--- config.mk ---
export PLATFORM = sky130hd
export DESIGN_NAME = gf180mcu_nand_pipe
export DESIGN_NICKNAME = d
export VERILOG_FILES = /design/src/rtl/gf180mcu_nand_pipe.sv
export SDC_FILE = /design/constraint.sdc
export NUM_CORES = 1
export LEC_CHECK = 0
export BUFFER_PORTS_ARGS = -buffer_cell sky130_fd_sc_hd__buf_2
export CAP_MARGIN = 20
export CORE_AREA = 4 4 41 43
export CTS_CLUSTER_SIZE = 8
export DETAILED_ROUTE_END_ITERATION = 7
export DIE_AREA = 0 0 45 47
export PLACE_DENSITY = 0.69
export SLEW_MARGIN = 40
export SYNTH_ARGS = -nofsm -noshare
export SYNTH_HDL_FRONTEND = slang
export SYNTH_SLANG_ARGS = --single-unit
--- constraint.sdc ---
create_clock -name CLK -period 2.8 [get_ports CLK]
set_input_delay 0.28 -clock CLK [delete_from_list [all_inputs] [get_ports CLK]]
set_output_delay 0.28 -clock CLK [all_outputs]
set_load 0.005 [all_outputs]
--- src/rtl/gf180mcu_nand_pipe.sv ---
// gf180mcu_nand_pipe: N-lane bitwise NAND/AND reduction behind a DEPTH-stage valid/ready pipeline
// with a wrapping count of delivered results.
module gf180mcu_nand_pipe #(
    parameter int N     = 3,
    parameter int W     = 1,
    parameter int DEPTH = 2,
    parameter int CW    = 8
) (
    input  logic            CLK,
    input  logic            RST,
    input  logic [N*W-1:0]  A,
    input  logic            MODE,
    input  logic            IVALID,
    output logic            IREADY,
    output logic [W-1:0]    ZN,
    output logic            OVALID,
    input  logic            OREADY,
    output logic [CW-1:0]   XFER_CNT
);
    logic [DEPTH-1:0]        valid_q, valid_d;
    logic [DEPTH-1:0][W-1:0] data_q, data_d;
    logic [CW-1:0]           cnt_q, cnt_d;
    logic [DEPTH-1:0]        rdy;
    logic [W-1:0]            r;
    logic                    acc;

    always_comb begin
        r = '1;
        for (int k = 0; k < N; k++) r = r & A[k*W +: W];
        // a stage is ready when it or any stage downstream of it is empty, or OREADY is high
        acc = OREADY;
        rdy = '0;
        for (int i = DEPTH-1; i >= 0; i--) begin
            acc    = !valid_q[i] | acc;
            rdy[i] = acc;
        end
        valid_d = valid_q;
        data_d  = data_q;
        if (rdy[0]) begin
            valid_d[0] = IVALID;
            data_d[0]  = IVALID ? (MODE ? r : ~r) : data_q[0];
        end
        for (int i = 1; i < DEPTH; i++) begin
            if (rdy[i]) begin
                valid_d[i] = valid_q[i-1];
                data_d[i]  = valid_q[i-1] ? data_q[i-1] : data_q[i];
            end
        end
        cnt_d = cnt_q + CW'(valid_q[DEPTH-1] & OREADY);
    end

    always_ff @(posedge CLK) begin
        if (RST) begin
            valid_q <= '0;
            data_q  <= '0;
            cnt_q   <= '0;
        end else begin
            valid_q <= valid_d;
            data_q  <= data_d;
            cnt_q   <= cnt_d;
        end
    end

    assign IREADY   = rdy[0];
    assign ZN       = data_q[DEPTH-1];
    assign OVALID   = valid_q[DEPTH-1];
    assign XFER_CNT = cnt_q;
endmodule
==> flow_summary.ini, run 1 <==
[timing]
tns_ps = 0
fin_crit_ps = 1560
report.final.slew_viol_count = 0
clock-skew-final_ps = 4.82
rsz0062_at_grt = false
setup_viol = 0
maxSlewHeadroom_pct = 85.2
hold_viol_final = 0
period_share_pct = 55.8
fmax_ghz = 0.640
tightest_slew_ps = 222
whs_ps = 256

[synthesis]
netlist_area_sq_um = 493
synth_cells = 54
syn_nets = 64
synth-seq-area-share_pct = 48.7
synth_seq_cells = 12
ys_warn_count = 0
synth.distinct_cells = 20
synth.top_cells.by_area = dfxtp_1, a21oi_1, ha_1, nor2_1, nor2b_1
syn_avg_cell_area_sq_um = 9.13
netlist.area_leader.share_pct = 48.7
yosys.area.top_type = dfxtp_1

[worst_hold_path]
hold_path_depth = 3
hold_path.class = in2reg

[power_and_ir_drop]
p_leak_nw = 0.286
ir_drop_mv = 0.375
power.density_nw_per_um2 = 525

[place]
gp_congestion = 0.704
dpl.hpwl_microns = 725
portBuffers = 18

[clocking]
post-cts-setup-buffers = 0
cts-root-buf = clkbuf_4
cts_tree = yes
cts_resized = 0
numCtsBuffers = 3
htreeDepth = 1
clk_pin_slew_worst_paths_ps = 80
hold_buffers = 0
clock_path_buffers = 2
clk_latency_ps = 270
clkSinkCount = 12

[global_route]
grt_pass1_vias = 366
grt_overflow = 0
grt_max_degree = 14
grt_pass1_wl_microns = 1440
antenna_found_initial = 0
grt_use_total_pct = 9.91

[floorplanning]
die_w_microns = 45
rows = 13
ioPinCount = 19
floorplan.initialDensity_pct = 37.9
core_area_sq_um = 1300
die_h_microns = 47
dieArea_sq_um = 2120

[setup_path]
required_ps = 3010
cpPeakStageDelay_ps = 370
crit_path_cell_trace = and2_1 > ha_1 > ha_1 > nand3_1 > or3_1 > a21oi_1
worstPathArrival_ps = 1770
slowest_stage = or3_1
cp-end-kind = flop
crit_top_cell = ha_1
reg2regPathDepth = 6
crit_path_max_fanout = 4
startpoint_type = flop
critPathKind = reg2reg

[finish]
layout_commonest_cell = buf_2
antenna_cells = 0
mostFrequentLayoutCells = buf_2, dfxtp_1, nor2_1, a21oi_1, nand2_1
nets = 86
drive_above_1_share_pct = 32.0
area_growth_pct = 28.7

[detailed_routing]
drt-initial-drc-count = 4
post_drt_via_cell_ratio = 5.00
num_vias = 450
wirelength_microns = 954
route.detailed.drc = 0
wl_per_cell_microns = 10.6
drtPass1Iterations = 2
ant_nets = 0

[run_status]
status = finished, final reports clean

[run]
maxCapViolCount = 0
==> cells in the mapped netlist <==
cell type  count
clkbuf_1       1
xnor2_1        2
or4_1          1
o31ai_1        2
nand3b_1       1
nor2b_1        3
or3_1          2
and2_1         1
nand3_1        2
o21ai_0        3
nor2_1         5
xor2_1         2
nand2_1        4
dfxtp_1       12
a21oi_1        5
a211o_1        1
ha_1           2
or3_2          1
nand3_2        1
inv_1          3
==> where the power goes <==
group	leakage, nW	internal, mW	switching (mW)
combinational	0.168	0.00965	0.00921
clock	0.0210	0.0790	0.0587
sequential	0.0974	0.174	0.00203
total	0.286	0.263	0.0699
==> area by class of cell <==
| class | count | area [sq um] |
|---|---|---|
| flip-flops and latches | 12 | 240 |
| well taps | 15 | 18.8 |
| inverters | 3 | 11.3 |
| multi-input cells | 38 | 238 |
| repair buffers | 18 | 90.1 |
| fillers | 133 | 667 |
| clock buffers | 4 | 36.3 |
==> path summary, 6_finish.rpt <==
kind | start | endpoint | slack [ps]
worst max-delay path | valid_q[1]$_SDFFE_PP0P_ | XFER_CNT[6]$_SDFF_PP0_ | 1240
worst min-delay path | IVALID | valid_q[0]$_SDFFE_PP0P_ | 260
worst max register to register | valid_q[1]$_SDFFE_PP0P_ | XFER_CNT[6]$_SDFF_PP0_ | 1240
worst min register to register | ZN$_SDFFE_PP0P_ | ZN$_SDFFE_PP0P_ | 480
==> cells by family after synthesis <==
| logic type | after synthesis | share of synthesized area [%] |
|---|---|---|
| DFF | 12 | 48.7 |
| xor gates and xnor gates | 4 | 7.11 |
| buffers and inverters | 4 | 3.04 |
| AOI/OAI and AO/OA | 11 | 12.9 |
| and+or+nand+nor | 21 | 23.1 |
| adders and majority gates | 2 | 5.08 |
==> worst max-delay path: cells and delay by family, from the launching register on <==
| family | cells | cell delay, ps |
|---|---|---|
| simple gates | 3 | 640 |
| compound gates | 1 | 150 |
| fa+ha+maj | 2 | 360 |
| flops | 1 | 360 |
==> registers in the layout, indices dropped and copies added (netlist names) <==
| signal | cells |
|---|---|
| data_q | 1 |
| XFER_CNT | 8 |
| valid_q | 2 |
| ZN | 1 |
==> layer usage <==
metal	vias up	wire length, microns	global-route usage, %	share of wire, %
met2	20	452	16.7	47
met4	0	11	5.26	1.2
li1	226	-	-	-
met1	202	379	9.43	40
met5	-	0	0	0
met3	2	110	6.13	12
==> per-stage QoR <==
| step | setup WS [ps] | util [%] | std cells | cell area (sq um) | power [mW] |
|---|---|---|---|---|---|
| final | 1240 | 48.8 | 90 | 634 | 0.333 |
| after global routing | 1110 | 48.8 | 90 | 634 | 0.347 |
| after CTS | 1230 | 48.8 | 90 | 634 | 0.339 |
| after detailed placement | 1220 | 46.0 | 86 | 598 | 0.200 |
| after global placement | 1260 | 46.0 | 86 | 598 | 0.200 |
| after floorplan | 1330 | - | 54 | 493 | 0.190 |
No activity file was read; power rests on OpenSTA's default activity.
==> run 2: changes to the inputs <==
- clock period: 2.8 -> 1.45 ns (I/O delays scaled with it)
==> flow_summary.ini, run 2 (synthesis results as in run 1) <==
[run_status]
status = finished, final reports clean

[detailed_routing]
route.detailed.drc = 0
wl_per_cell_microns = 10.3
num_vias = 458
post_drt_via_cell_ratio = 4.98
drt-initial-drc-count = 3
drtPass1Iterations = 4
ant_nets = 0
wirelength_microns = 944

[timing]
tightest_slew_ps = 249
fmax_ghz = 0.711
whs_ps = 134
rsz0062_at_grt = false
hold_viol_final = 0
period_share_pct = 97.0
fin_crit_ps = 1410
setup_viol = 0
report.final.slew_viol_count = 0
tns_ps = 0
maxSlewHeadroom_pct = 83.4
clock-skew-final_ps = 3.05

[power_and_ir_drop]
combPwrFrac_pct = 7.2
clkPwrFrac_pct = 33.7
intPower_uw = 455
power.density_nw_per_um2 = 851
switchingPower_uw = 122
swShare_pct = 21.2
power_uw = 577
sequentialPowerShare_pct = 59.2
p_leak_nw = 0.290
ir_drop_mv = 0.499

[global_route]
grt_max_degree = 14
grt_pass1_wl_microns = 1650
grt_use_total_pct = 11.1
grt_overflow = 0
grt_most_used_layer = met2
use_met1_pct = 13.1
antenna_found_initial = 0
use_met2_pct = 16.1
use_met3_pct = 4.21
grt_pass1_vias = 398

[finish]
mostFrequentLayoutCells = buf_2, dfxtp_1, nor2_1
multi_input_area_sq_um = 272
ff_latch_area_sq_um = 241
drive_above_1_share_pct = 41.6
antenna_cells = 0
area_growth_pct = 37.6
nets = 89
instances_no_fill = 92
layout_commonest_cell = buf_2
largest_reg_flops = 8
fill_cells = 138

[setup_path]
cp-end-kind = flop
crit_buf_inv = 0
startpoint_type = flop
crit_path_max_fanout = 5
cpPeakStageDelay_ps = 510
required_ps = 1640
crit_cells = 5
slowest_stage = or4_1
crit_path_cell_trace = and2_4 > ha_4 > nand3_4 > or4_1 > a21oi_1
critPathKind = reg2reg
cp_top_family = simple AND/OR/NAND/NOR gates
reg2regPathDepth = 5
worstPathArrival_ps = 1600

[place]
portBuffers = 18
dp_cells = 89
dpl.hpwl_microns = 732
gp_congestion = 0.750

[clocking]
clk_latency_ps = 260
clkSinkCount = 12
post-cts-setup-buffers = 0
htreeDepth = 1
cts_tree = yes
clk_pin_slew_worst_paths_ps = 70
clock_path_buffers = 2
numCtsBuffers = 3
cts-root-buf = clkbuf_4
hold_buffers = 0

[floorplanning]
floorplan.initialDensity_pct = 37.9
die_w_microns = 45
die_h_microns = 47
rows = 13
dieArea_sq_um = 2120
ioPinCount = 19
core_area_sq_um = 1300

[worst_hold_path]
hold_path_depth = 3
hold_path.class = in2reg

[run]
maxCapViolCount = 0
==> run 2: cell type report <==
type / instances / share of cell area, %
Clock buffer: 3 / 3.32
Inverter: 3 / 1.66
Timing Repair Buffer: 21 / 16.6
Multi-Input combinational cell: 38 / 40.0
Sequential cell: 12 / 35.6
Tap cell: 15 / 2.77
==> run 2: what timing repair did <==
action | 4_1_cts | 5_1_grt
cloned | 0 | 0
resized for setup | 0 | 6
hold endpoints to repair | 0 | 0
pin swaps | 0 | 1
setup endpoints to repair | 2 | 3
==> run 2: routing by layer <==
metal	vias up	routed length, microns
met5	-	0
met2	19	431
li1	233	-
met1	206	414
met4	0	0
met3	0	97
==> run 2: path summary, 6_finish.rpt <==
path,start,to,slack [ps]
max,valid_q[1]$_SDFFE_PP0P_,XFER_CNT[7]$_SDFF_PP0_,40
min reg2reg,ZN$_SDFFE_PP0P_,ZN$_SDFFE_PP0P_,480
min,IVALID,valid_q[0]$_SDFFE_PP0P_,130
max reg2reg,valid_q[1]$_SDFFE_PP0P_,XFER_CNT[7]$_SDFF_PP0_,40
==> run 2: worst reg2reg max path: stages (launching register included) <==
cell and delay [ps]:
dfxtp_2 320, and2_4 140, ha_4 130, nand3_4 90
or4_1 510, a21oi_1 150
==> run 2: per-stage QoR <==
step           setup WS [ps]  util [%]  instance area [sq um]
2_1_floorplan           4.18         -                    499
3_3_place_gp            22.3      48.2                    627
3_5_place_dp            8.07      48.2                    627
4_1_cts                -15.8      49.9                    649
5_1_grt                 4.19      52.1                    678
6_report                44.1      52.1                    678
==> run 2: power by group through the flow <==
stage	clock, mW	combinational, mW	sequential (mW)
final	0.194	0.0414	0.341
after global routing	0.225	0.0488	0.343
after CTS	0.208	0.0404	0.340
after detailed placement	0	0.0402	0.348
after global placement	0	0.0400	0.348
after floorplan	0	0.0185	0.349
==> run 3: changes to the inputs <==
- PLACE_DENSITY: 0.69 -> 0.72
- clock period: 1.45 -> 1.15 ns (I/O delays scaled with it)
==> flow_summary.ini, run 3 (synthesis results as in run 1) <==
[timing]
period_share_pct = 120
setup_slack_ps = -234
tightest_slew_ps = 243
maxSlewHeadroom_pct = 83.8
report.final.slew_viol_count = 0
tns_ps = -729
hold_viol_final = 0
fin_crit_ps = 1380
rsz0062_at_grt = true
clock-skew-final_ps = 3.64
setup_viol = 5
fmax_ghz = 0.722

[finish]
mostFrequentLayoutCells = buf_2, dfxtp_1, buf_4
nets = 94
antenna_cells = 0
area_growth_pct = 56.9
largest_reg_flops = 8
layout_commonest_cell = buf_2
drive_above_1_share_pct = 50.6
utilization_pct = 59.4

[global_route]
grt_pass1_wl_microns = 1880
grt_use_total_pct = 12.3
grt_pass1_vias = 469
grt_overflow = 0
grt_max_degree = 14
antenna_found_initial = 0

[run_status]
status = complete, but fails checks
violations = negative setup slack

[setup_path]
required_ps = 1350
critPathKind = reg2reg
startpoint_type = flop
worstPathArrival_ps = 1590
crit_path_max_fanout = 3
cp-end-kind = flop

[floorplanning]
ioPinCount = 19
die_h_microns = 47
dieArea_sq_um = 2120
die_w_microns = 45
core_area_sq_um = 1300
floorplan.initialDensity_pct = 37.9
rows = 13

[clocking]
hold_buffers = 0
clk_latency_ps = 270
clock_path_buffers = 2
numCtsBuffers = 3
clkSinkCount = 12
htreeDepth = 1
clk_pin_slew_worst_paths_ps = 80
cts_tree = yes
cts-root-buf = clkbuf_4

[detailed_routing]
drtPass1Iterations = 2
num_vias = 493
drt-initial-drc-count = 1
wirelength_microns = 1150
ant_nets = 0
wl_per_cell_microns = 11.8
route.detailed.drc = 0
post_drt_via_cell_ratio = 5.03

[place]
portBuffers = 18
dpl.hpwl_microns = 840
gp_congestion = 0.755

[worst_hold_path]
hold_path.class = in2reg

[power_and_ir_drop]
power.density_nw_per_um2 = 1050
p_leak_nw = 0.328
ir_drop_mv = 0.670

[run]
maxCapViolCount = 0
## run 3: cell count changes in the layout (fill, tap and decap cells not counted), sizes merged
cell / change
clkbuf: +1
buf: +5
## run 3: timing repair
| item | 4_1_cts | 5_1_grt |
|---|---|---|
| gates cloned | 0 | 0 |
| pin swaps | 3 | 3 |
| endpoints found under the setup margin | 5 | 7 |
| resized for setup | 5 | 5 |
| buffers inserted | 1 | 0 |
## run 3: critical path, stage by stage (launching register included)
cell	delay [ps]
dfxtp_2	330
and2_4	140
ha_4	150
ha_4	140
nand3_4	80
or3_4	340
a21oi_2	130
## run 3: path summary, 6_finish.rpt
| kind | endpoint | depth (start not counted) | slack (ps) | from |
|---|---|---|---|---|
| setup / recovery | XFER_CNT[6]$_SDFF_PP0_ | 6 | -230 | valid_q[1]$_SDFFE_PP0P_ |
| hold / removal | valid_q[0]$_SDFFE_PP0P_ | 3 | 100 | IVALID |
| hold reg to reg | ZN$_SDFFE_PP0P_ | 2 | 490 | ZN$_SDFFE_PP0P_ |
| setup reg to reg | XFER_CNT[6]$_SDFF_PP0_ | 6 | -230 | valid_q[1]$_SDFFE_PP0P_ |
## run 3: metal layers
metal / vias up / global-route usage [%] / share of wire [%]
met1: 226 / 12.9 / 36
met5: - / 0 / 0
met4: 0 / 5.26 / 1.9
met3: 4 / 3.45 / 8.1
li1: 243 / - / -
met2: 20 / 22.9 / 54
## run 3: report_power, final
group	switching [mW]	total [mW]	internal [mW]	leakage [nW]
registers	0.00519	0.430	0.425	0.0983
clock network	0.139	0.331	0.192	0.0210
logic	0.0259	0.0535	0.0276	0.209
total	0.170	0.815	0.645	0.328
## run 3: metrics by stage
step	total power, mW	cells	instance area [sq um]	hold slack (ps)	setup WS (ps)
after floorplan	0.464	54	518	187	-191
after global placement	0.490	93	676	376	-193
after detailed placement	0.491	93	676	379	-234
after CTS	0.828	98	751	90.6	-223
after global routing	0.859	98	773	113	-300
final	0.815	98	773	99.7	-234
## run 3: layout make-up
| type | count | area [sq um] |
|---|---|---|
| multi-input cells | 38 | 310 |
| fillers | 134 | 528 |
| repair buffers | 26 | 154 |
| well taps | 15 | 18.8 |
| clock buffers | 4 | 36.3 |
| inverters | 3 | 11.3 |
| flip-flops and latches | 12 | 243 |
